`config.mk`:
```
export PLATFORM = sky130hd
export DESIGN_NAME = dualram_pingpong_ctrl
export DESIGN_NICKNAME = d
export VERILOG_FILES = /design/src/rtl/dualram_pingpong_ctrl.sv
export SDC_FILE = /design/constraint.sdc
export NUM_CORES = 1
export LEC_CHECK = 0
export ABC_CLOCK_PERIOD_IN_PS = 5900
export CELL_PAD_IN_SITES_DETAIL_PLACEMENT = 0
export CELL_PAD_IN_SITES_GLOBAL_PLACEMENT = 1
export CORE_UTILIZATION = 36
export CTS_BUF_LIST = sky130_fd_sc_hd__clkbuf_16
export DETAILED_ROUTE_END_ITERATION = 8
export PLACE_DENSITY_LB_ADDON = 0.1
export SLEW_MARGIN = 20
export SYNTH_ARGS = -nofsm -noshare
export SYNTH_HDL_FRONTEND = slang
export SYNTH_SLANG_ARGS = --single-unit
```
`constraint.sdc`:
```
create_clock -name clk -period 5.9 [get_ports clk]
set_input_delay 0.59 -clock clk [delete_from_list [all_inputs] [get_ports clk]]
set_output_delay 0.59 -clock clk [all_outputs]
set_load 0.02 [all_outputs]
```
`src/rtl/dualram_pingpong_ctrl.sv`:
```
// rtl/dualram_pingpong_ctrl.sv - ping-pong block sequencer between a word stream and the dual-bank dualram
module dualram_pingpong_ctrl #(
    parameter int AW     = 3,
    parameter int RD_LAT = 1,
    parameter int FD     = RD_LAT + 2
) (
    input  logic          clk,
    input  logic          rst_n,
    input  logic          in_valid,
    output logic          in_ready,
    input  logic [63:0]   in_data,
    input  logic [7:0]    in_be,
    input  logic          flush,
    output logic          rnw,
    output logic [AW-1:0] wa,
    output logic [63:0]   di,
    output logic [7:0]    be,
    output logic          din_valid,
    output logic [AW-1:0] ra,
    input  logic [63:0]   dout,
    output logic          out_valid,
    input  logic          out_ready,
    output logic [63:0]   out_data,
    output logic          out_last
);
    localparam int          DEPTH    = 2 ** AW;
    localparam int          PW       = (FD > 1) ? $clog2(FD) : 1;
    localparam int          CW       = $clog2(FD + 1);
    localparam logic [AW:0] ONE      = (AW+1)'(1);
    localparam logic [AW:0] LAST_IDX = (AW+1)'(DEPTH - 1);

    typedef enum logic       {W_FILL, W_FULL}           w_state_t;
    typedef enum logic [1:0] {R_IDLE, R_ISSUE, R_DRAIN} r_state_t;

    w_state_t      w_state, w_next;
    r_state_t      r_state, r_next;
    logic [AW:0]   wr_cnt, blk_len, rd_cnt, rd_len;
    logic          accept, block_done, swap, issue, last_issue, push, pop;
    logic [RD_LAT:0] pipe_v, pipe_l;
    logic [CW-1:0] fifo_cnt;
    logic [CW:0]   in_flight;
    logic [PW-1:0] wr_ptr, rd_ptr;
    logic [63:0]   fifo_data [FD];
    logic          fifo_last [FD];

    assign in_ready  = (w_state == W_FILL);
    assign swap      = (w_state == W_FULL) && (r_state == R_IDLE);
    assign push      = pipe_v[RD_LAT];
    assign pop       = out_valid && out_ready;
    assign out_valid = (fifo_cnt != '0);
    assign out_data  = fifo_data[rd_ptr];
    assign out_last  = out_valid && fifo_last[rd_ptr];

    always_comb begin
        accept     = in_valid && in_ready;
        block_done = (accept && wr_cnt == LAST_IDX) || (flush && (accept || wr_cnt != '0));
        w_next     = w_state;
        case (w_state)
            W_FILL:  if (block_done) w_next = W_FULL;
            W_FULL:  if (swap) w_next = W_FILL;
            default: w_next = W_FILL;
        endcase
    end

    always_ff @(posedge clk or negedge rst_n) begin
        if (!rst_n) begin
            w_state   <= W_FILL;
            wr_cnt    <= '0;
            blk_len   <= '0;
            rnw       <= 1'b0;
            wa        <= '0;
            di        <= '0;
            be        <= '1;
            din_valid <= 1'b0;
        end else begin
            w_state   <= w_next;
            din_valid <= accept;
            if (accept) begin
                wa <= wr_cnt[AW-1:0];
                di <= in_data;
                be <= ~in_be;
            end
            if (swap) begin
                wr_cnt <= '0;
                rnw    <= ~rnw;
            end else if (accept) begin
                wr_cnt <= wr_cnt + ONE;
            end
            if (w_state == W_FILL && block_done)
                blk_len <= wr_cnt + (AW+1)'(accept);
        end
    end

    // Credit counts words in the read pipeline plus FIFO, net of this cycle's pop.
    always_comb begin
        in_flight  = (CW+1)'($countones(pipe_v)) + (CW+1)'(fifo_cnt);
        issue      = (r_state == R_ISSUE) && (in_flight < (CW+1)'(FD) + (CW+1)'(pop));
        last_issue = issue && (rd_cnt == rd_len - ONE);
        r_next     = r_state;
        case (r_state)
            R_IDLE:  if (swap) r_next = R_ISSUE;
            R_ISSUE: if (last_issue) r_next = R_DRAIN;
            R_DRAIN: if (pipe_v == '0 && fifo_cnt == '0) r_next = R_IDLE;
            default: r_next = R_IDLE;
        endcase
    end

    always_ff @(posedge clk or negedge rst_n) begin
        if (!rst_n) begin
            r_state <= R_IDLE;
            rd_cnt  <= '0;
            rd_len  <= '0;
            ra      <= '0;
            pipe_v  <= '0;
            pipe_l  <= '0;
        end else begin
            r_state <= r_next;
            pipe_v  <= {pipe_v[RD_LAT-1:0], issue};
            pipe_l  <= {pipe_l[RD_LAT-1:0], last_issue};
            if (swap) begin
                rd_len <= blk_len;
                rd_cnt <= '0;
            end else if (issue) begin
                ra     <= rd_cnt[AW-1:0];
                rd_cnt <= rd_cnt + ONE;
            end
        end
    end

    function automatic logic [PW-1:0] ptr_inc(input logic [PW-1:0] p);
        return (p == PW'(FD - 1)) ? '0 : p + PW'(1);
    endfunction

    always_ff @(posedge clk or negedge rst_n) begin
        if (!rst_n) begin
            wr_ptr   <= '0;
            rd_ptr   <= '0;
            fifo_cnt <= '0;
        end else begin
            if (push) wr_ptr <= ptr_inc(wr_ptr);
            if (pop)  rd_ptr <= ptr_inc(rd_ptr);
            fifo_cnt <= fifo_cnt + CW'(push) - CW'(pop);
        end
    end

    always_ff @(posedge clk) begin
        if (push) begin
            fifo_data[wr_ptr] <= dout;
            fifo_last[wr_ptr] <= pipe_l[RD_LAT];
        end
    end
endmodule

```
* After elaboration in Yosys (flattened, before gate mapping)
Memories as Yosys holds them, arrays and structs flattened.
Cells that the tools add are included.
W data, S select, Z words.
** Cells by class
- Add/sub/neg operators :: 11
- Magnitude comparators :: 1
- Equal/unequal tests :: 9
- Mux-type cells :: 15
- Bitwise operators :: 4
- Reductions and logical operators :: 21
** Operators with widths (count)
- $mux W4 :: 4
- $logic_and A1 B1 Y1 :: 10
- $mux W2 :: 5
- $add A4 B1 Y4 const B :: 2
- $not A8 Y8 :: 1
- $eq A2 B2 Y1 const B :: 3
- $logic_not A2 Y1 :: 3
- $ne A2 B2 Y1 const B :: 3
- $pmux W2 S3 :: 1
- $reduce_bool A2 Y1 :: 3
- $add A2 B1 Y2 const B :: 2
- $add A4 B1 Y4 :: 1
- $eq A4 B3 Y1 const B :: 1
- $eq A4 B4 Y1 :: 1
- $mux W1 :: 4
- $reduce_bool A4 Y1 :: 1
- $sub A4 B1 Y4 const B :: 1
- $add A2 B1 Y3 const A :: 1
- $add A2 B2 Y3 :: 1
- $lt A3 B3 Y1 :: 1
- $not A1 Y1 :: 3
- $reduce_and A3 Y1 :: 1
- $add A1 B1 Y2 :: 1
- $add A2 B1 Y2 :: 1
- other kinds (5) :: 6
** Word-level totals
- Bits in registers :: 109
- Bits in writable memories :: 195
- Input bits :: 141
- Output and inout port bits :: 147
- Logic and storage cells :: 80
- Memories :: 2
** Memory list
- fifo_data :: words 3, width 64, rd ports 1, clocked after Yosys merged registers in 0, wr ports 1, RTL line 43 : logic [63:0] fifo_data [FD];
- fifo_last :: words 3, width 1, rd ports 1, clocked after Yosys merged registers in 0, wr ports 1, RTL line 44 : logic fifo_last [FD];

* Longest topological paths before layout
- Word-level depth :: 8
- Depth in mapped cells :: 8
- Depth with buffers taken out :: 7

* Least setup slack after synthesis
No wires, ideal clock.
- Path kind :: flip-flop to flip-flop
- From :: register pipe_v[1]
- To :: memory fifo_data[2][0], enable pin
- Library setup time :: 581 ps
- Arrival :: 5244 ps
- Required time :: 5319 ps
- Setup slack :: 75 ps
- Cell stages (with the launch flop) :: 3
- Buffers on the path :: 0
- Period minus slack after synthesis :: 5825 ps
- Cells stage by stage :: dfrtp_1 -> inv_1 -> nor3b_1
** Between the ends
- Cells in the longest elaborated chain, start to end :: 2
** RTL lines
- start: declaration :: RTL line 39 : logic [RD_LAT:0] pipe_v, pipe_l;
- start signal: assignment :: RTL line 118 : pipe_v <= {pipe_v[RD_LAT-1:0], issue};
- $mux W1 :: RTL line 147 : if (push) begin
- $mux W1 (not written as such) :: RTL line 148 : fifo_data[wr_ptr] <= dout;
- end: declaration :: RTL line 43
No other way between the ends.

* Worst setup path in the final report
- From :: register rd_ptr[0]
- To :: output port out_last
** Between the ends
- Cells in the longest elaborated chain, start to end :: 2
** RTL lines
- start: declaration :: RTL line 42 : logic [PW-1:0] wr_ptr, rd_ptr;
- start signal: assignment :: RTL line 141 : if (pop) rd_ptr <= ptr_inc(rd_ptr);
- $mem_v2 Z3 W1
- $logic_and A1 B1 Y1 :: RTL line 52 : assign out_last = out_valid && fifo_last[rd_ptr];
- end: declaration :: RTL line 24 : output logic out_last
No other way between the ends.

==> reports/results.env <==
FIRST_GLOBAL_VIAS=7415
CRITICAL_PATH_ARRIVAL_PS=3100
CRITICAL_PATH.N_BUFFERS_INVERTERS=2
SYN_AREA_PER_CELL_UM2=13.4
DETAILED_ROUTE_ITER0_VIOLATIONS=370
ACHIEVABLE-FREQUENCY_GHz=0.271
SYNTH_AREA_LEADER_CELL='sky130_fd_sc_hd__edfxtp_1'
CRITPATHTOPFAMILY='buffers and inverters'
POSTCTSHOLDBUFS=0
CRITPATHCAPTURETYPE='primary output'
FIN_SKEW_PS=16.4
CP_CELL_SEQUENCE='buf_4, mux2i_1, o21ai_0, and2_1, clkdlybuf4s50_1'
FIN_UTIL_PCT=50.9
DETAIL_ROUTE.VIAS_PER_CELL=4.58
GRT_START_MAX_NET_PINS=89
PORT_BUFFER_COUNT=287
CRITPATHMAXFANOUT=40
CTS_MAX_PATH_BUFFERS=3
USE_MET1_PCT=19.5
COUNT_OF_MAPPED_CELLS_OUT_OF_SYNTHESIS=865
SLEW_VIOL_FINAL=0
GP_ROUTABILITY_CONGESTION=0.686
FINALWIRELENGTH_MM=25.3
AREA.SEQUENTIAL_UM2=8600
DIE-AREA_UM2=33000
CTS-HTREE-LEVELS=2
COUNT_OF_ENDPOINTS_FAILING_HOLD_IN_THE_FINAL_TIMING_REPORT=0
GRT.BUSIEST_LAYER='met2'
DIE_WIDTH_UM=182
RR_ENDPOINT='blk_len[1]$_DFFE_PN0P_'
SYNTHESIS.AREA_UM2=11600
POSTCTSRESIZEDCELLS=0
CTS-ROOT-BUF='sky130_fd_sc_hd__clkbuf_16'
GRTUSAGEMET2_PCT=24.9
FINAL.SETUP.TNS_PS=0
WORST_SKEW_PAIR.LATE_LATENCY_PS=510
NUMBER_OF_NETS_PRODUCED_BY_SYNTHESIS=1018
PRECTSSETUPSLACK_PS=2270
SYNTH_SEQUENTIAL_AREA_RATIO_PCT=73.9
PLACE.DETAILED.HPWL_MM=15.4
IR_WORST_VDD_uV=322
TRITONCTS_CLOCK_TREE='yes'
CAP_VIOLATIONS=0
DRTANTENNAVIOLNETS=0
SYNTH_TOP_AREA_CELLS='sky130_fd_sc_hd__edfxtp_1 50%, sky130_fd_sc_hd__dfrtp_1 22%, sky130_fd_sc_hd__nand2_1 9.2%, sky130_fd_sc_hd__mux2i_1 5.8%, sky130_fd_sc_hd__o21ai_0 3.5%'
TIMING.CRITICAL_PATH.SLOWEST_CELL_DELAY_PS=760
MULTI_INPUT_COMBINATIONAL_CELL_AREA_UM2=2830
CTS_SETUP_BUFFERS=0
NUMCLOCKSINKS=304
FINAL.PERIOD_UTILIZATION_PCT=62.5
GR-USAGE-MET3_PCT=6.72
ROWS=65
NUMBER_OF_CTS_INSERTED_BUFFERS=35
N_FILL_CELL=2785
CHIPHEIGHT_UM=182
TRACK_USAGE_PCT=15.6
MAXSLEWHEADROOM_PCT=36.2
NNETSFINAL=1309
GRT_ANTENNA_BEFORE_REPAIR=3
TIGHTEST_SLEW_PS=957
DETAIL_ROUTE.FIRST_PASS.ITERATIONS=4
TIMING.CRITICAL_PATH.DEPTH=5
WIRE_LENGTH_OF_THE_FIRST_GLOBAL_ROUTING_PASS_MM=40.3
DRCVIOLATIONCOUNT=0
TIMING.SETUP.CRITICAL_PATH_CLASS='reg -> out'
TIMING.HOLD.WORST.CLASS='in -> async'
CRIT_PATH_TOP_DELAY_CELL='sky130_fd_sc_hd__dfrtp_4'
ROUTE.VIAS.TOTAL=7263
YOSYS_WARNINGS=0
IOPINCOUNT=288
ROUTE.DETAILED.WL_PER_INST_UM=16.0
START_UTIL_PCT=36.7
YOSYSTOPAREACELLSHARE_PCT=50.4
REG2REG_SETUP_SLACK_PS=2860
LAYOUT-DRIVE-GT1-SHARE_PCT=7.45
RSZ_0062_RAISED_AFTER_GLOBAL_ROUTING='false'
SETUP_VIOL_COUNT_FINAL=0
OUTCOME='complete, no violations'
WORSTREG2REGSTART='w_state$_DFF_PN0_'
FLOORPLAN.CORE_AREA_UM2=31600
CRITPATHREQUIREDTIME_PS=5310
POWER_DENSITY_nW_PER_UM2=570
START_KIND='flop'
AREA_GROWTH_FROM_SYNTHESIS_TO_FINAL_LAYOUT_PCT=38.5
SYNTH_SEQ_CELLS=304
WORST_SETUP_HOLD_PATH_CLK_SLEW_PS=60
GLOBALROUTE.TOTALOVERFLOW=0
LAYOUT_MIN_CYCLE_TIME_PS=3690
YS_TYPES=42
LAYOUT_SETUP_WS_PS=2210
WORSTREGTOREGCELLS=6
POWER_LEAKAGE_nW=6.42
power breakdown:
group / internal [mW] / total, mW / switching (mW)
registers: 3.06 / 3.45 / 0.387
logic: 1.56 / 3.53 / 1.97
clock network: 1.37 / 2.19 / 0.817
total: 6.00 / 9.17 / 3.17
stage by stage:
stage | cells | hold slack [ps] | instance area (µm²) | total power, mW
final | 1586 | 204 | 16100 | 9.17
after global routing | 1585 | 258 | 16100 | 9.73
after CTS | 1584 | 214 | 16100 | 9.33
after detailed placement | 1521 | 339 | 14900 | 7.09
after global placement | 1521 | 335 | 14900 | 7.07
after floorplan | 865 | 294 | 11600 | 5.44
synth_stat cells:
master	number
sky130_fd_sc_hd__nor2_1	6
sky130_fd_sc_hd__a21o_1	3
sky130_fd_sc_hd__o21ai_0	82
sky130_fd_sc_hd__mux2i_1	67
sky130_fd_sc_hd__o31ai_1	1
sky130_fd_sc_hd__nor4_4	1
sky130_fd_sc_hd__or3_1	3
sky130_fd_sc_hd__nand4b_1	1
sky130_fd_sc_hd__o21ai_2	1
sky130_fd_sc_hd__inv_1	10
sky130_fd_sc_hd__nand3_1	6
sky130_fd_sc_hd__nand2_1	286
sky130_fd_sc_hd__nor3b_1	1
sky130_fd_sc_hd__inv_2	1
sky130_fd_sc_hd__a31oi_1	1
sky130_fd_sc_hd__dfstp_2	8
sky130_fd_sc_hd__buf_2	9
sky130_fd_sc_hd__nand2b_1	1
sky130_fd_sc_hd__edfxtp_1	195
sky130_fd_sc_hd__a21oi_1	2
sky130_fd_sc_hd__dfrtp_1	101
sky130_fd_sc_hd__buf_4	1
sky130_fd_sc_hd__and2_1	1
sky130_fd_sc_hd__a21oi_2	1
sky130_fd_sc_hd__xor2_1	5
sky130_fd_sc_hd__or2_1	1
sky130_fd_sc_hd__a21oi_4	1
sky130_fd_sc_hd__a31o_2	1
sky130_fd_sc_hd__xnor3_1	1
sky130_fd_sc_hd__o41ai_4	1
sky130_fd_sc_hd__fa_1	1
sky130_fd_sc_hd__clkbuf_1	24
sky130_fd_sc_hd__nor2_2	1
sky130_fd_sc_hd__nor3_1	4
sky130_fd_sc_hd__nand4_1	1
sky130_fd_sc_hd__ha_1	11
sky130_fd_sc_hd__mux2_2	8
sky130_fd_sc_hd__xnor2_1	6
sky130_fd_sc_hd__buf_1	7
sky130_fd_sc_hd__or2_2	1
sky130_fd_sc_hd__inv_4	1
sky130_fd_sc_hd__nand2_4	1
kinds of logic after synthesis:
family	share of synthesized area, %
AND/OR/NAND/NOR	10.8
flip-flops	73.9
AO/OA/AOI/OAI	4.53
multiplexers	6.54
buffers and inverters	1.86
XOR/XNOR	1.02
adder cells (fa/ha/maj)	1.36
worst register-to-register path, cell delays in order, from the launching register on:
cell,delay [ps]
sky130_fd_sc_hd__dfrtp_1,390
sky130_fd_sc_hd__inv_2,140
sky130_fd_sc_hd__nand2_4,510
sky130_fd_sc_hd__inv_4,850
sky130_fd_sc_hd__nand4b_1,330
sky130_fd_sc_hd__a21oi_2,330
sky130_fd_sc_hd__mux2_2,370
cell usage in the layout, fill, tap and decap left out, types with 5 or more instances in the layout:
cell type                         netlist  final
sky130_fd_sc_hd__clkbuf_16              0     38
sky130_fd_sc_hd__xnor2_1                6      6
sky130_fd_sc_hd__clkdlybuf4s50_1        0    286
sky130_fd_sc_hd__edfxtp_1             195    195
sky130_fd_sc_hd__clkinv_1               0      6
sky130_fd_sc_hd__o21ai_0               82     82
sky130_fd_sc_hd__nand3_1                6      6
sky130_fd_sc_hd__dfrtp_1              101     99
sky130_fd_sc_hd__xor2_1                 5      5
sky130_fd_sc_hd__ha_1                  11     11
sky130_fd_sc_hd__mux2i_1               67     67
sky130_fd_sc_hd__nand2_1              286    286
sky130_fd_sc_hd__buf_4                  1      9
sky130_fd_sc_hd__nor2_1                 6      5
sky130_fd_sc_hd__mux2_2                 8      8
sky130_fd_sc_hd__inv_1                 10     20
sky130_fd_sc_hd__dfstp_2                8      8
sky130_fd_sc_hd__bufinv_16              0      5
flip-flops by register name (all words and copies together), names as in the netlist, 2 cells and up:
signal	flops
be	8
blk_len	4
di	64
fifo_cnt	2
fifo_data	192
fifo_last	3
pipe_l	2
pipe_v	2
r_state	2
ra	3
rd_cnt	4
rd_len	4
rd_ptr	2
wa	3
wr_cnt	4
wr_ptr	2
routing by layer:
layer	vias to the layer above	share of wire (%)
li1	3579	-
met1	3420	44
met2	218	45
met3	42	9.4
met4	4	1.7
met5	-	0.087
how the worst max path moves through the flow:
stage,start,endpoint
after global routing,rd_ptr[0]$_DFFE_PN0P_,out_data[61]
after detailed placement,in_valid,blk_len[1]$_DFFE_PN0P_
after floorplan,pipe_v[1]$_DFF_PN0_,fifo_data[2][0]$_DFFE_PP_
after global placement,in_valid,blk_len[1]$_DFFE_PN0P_
final,rd_ptr[0]$_DFFE_PN0P_,out_last
after CTS,rd_ptr[0]$_DFFE_PN0P_,out_data[13]
cell type report:
cell class,instances,share of cell area (%)
diodes,2,0.0311
clock buffers,38,5.91
clock inverters,25,1.44
inverters,12,0.295
multi-input cells,508,17.6
flip-flops and latches,304,53.4
well taps,402,3.12
repair buffers,295,18.2
(Power assumes the default switching activity.)
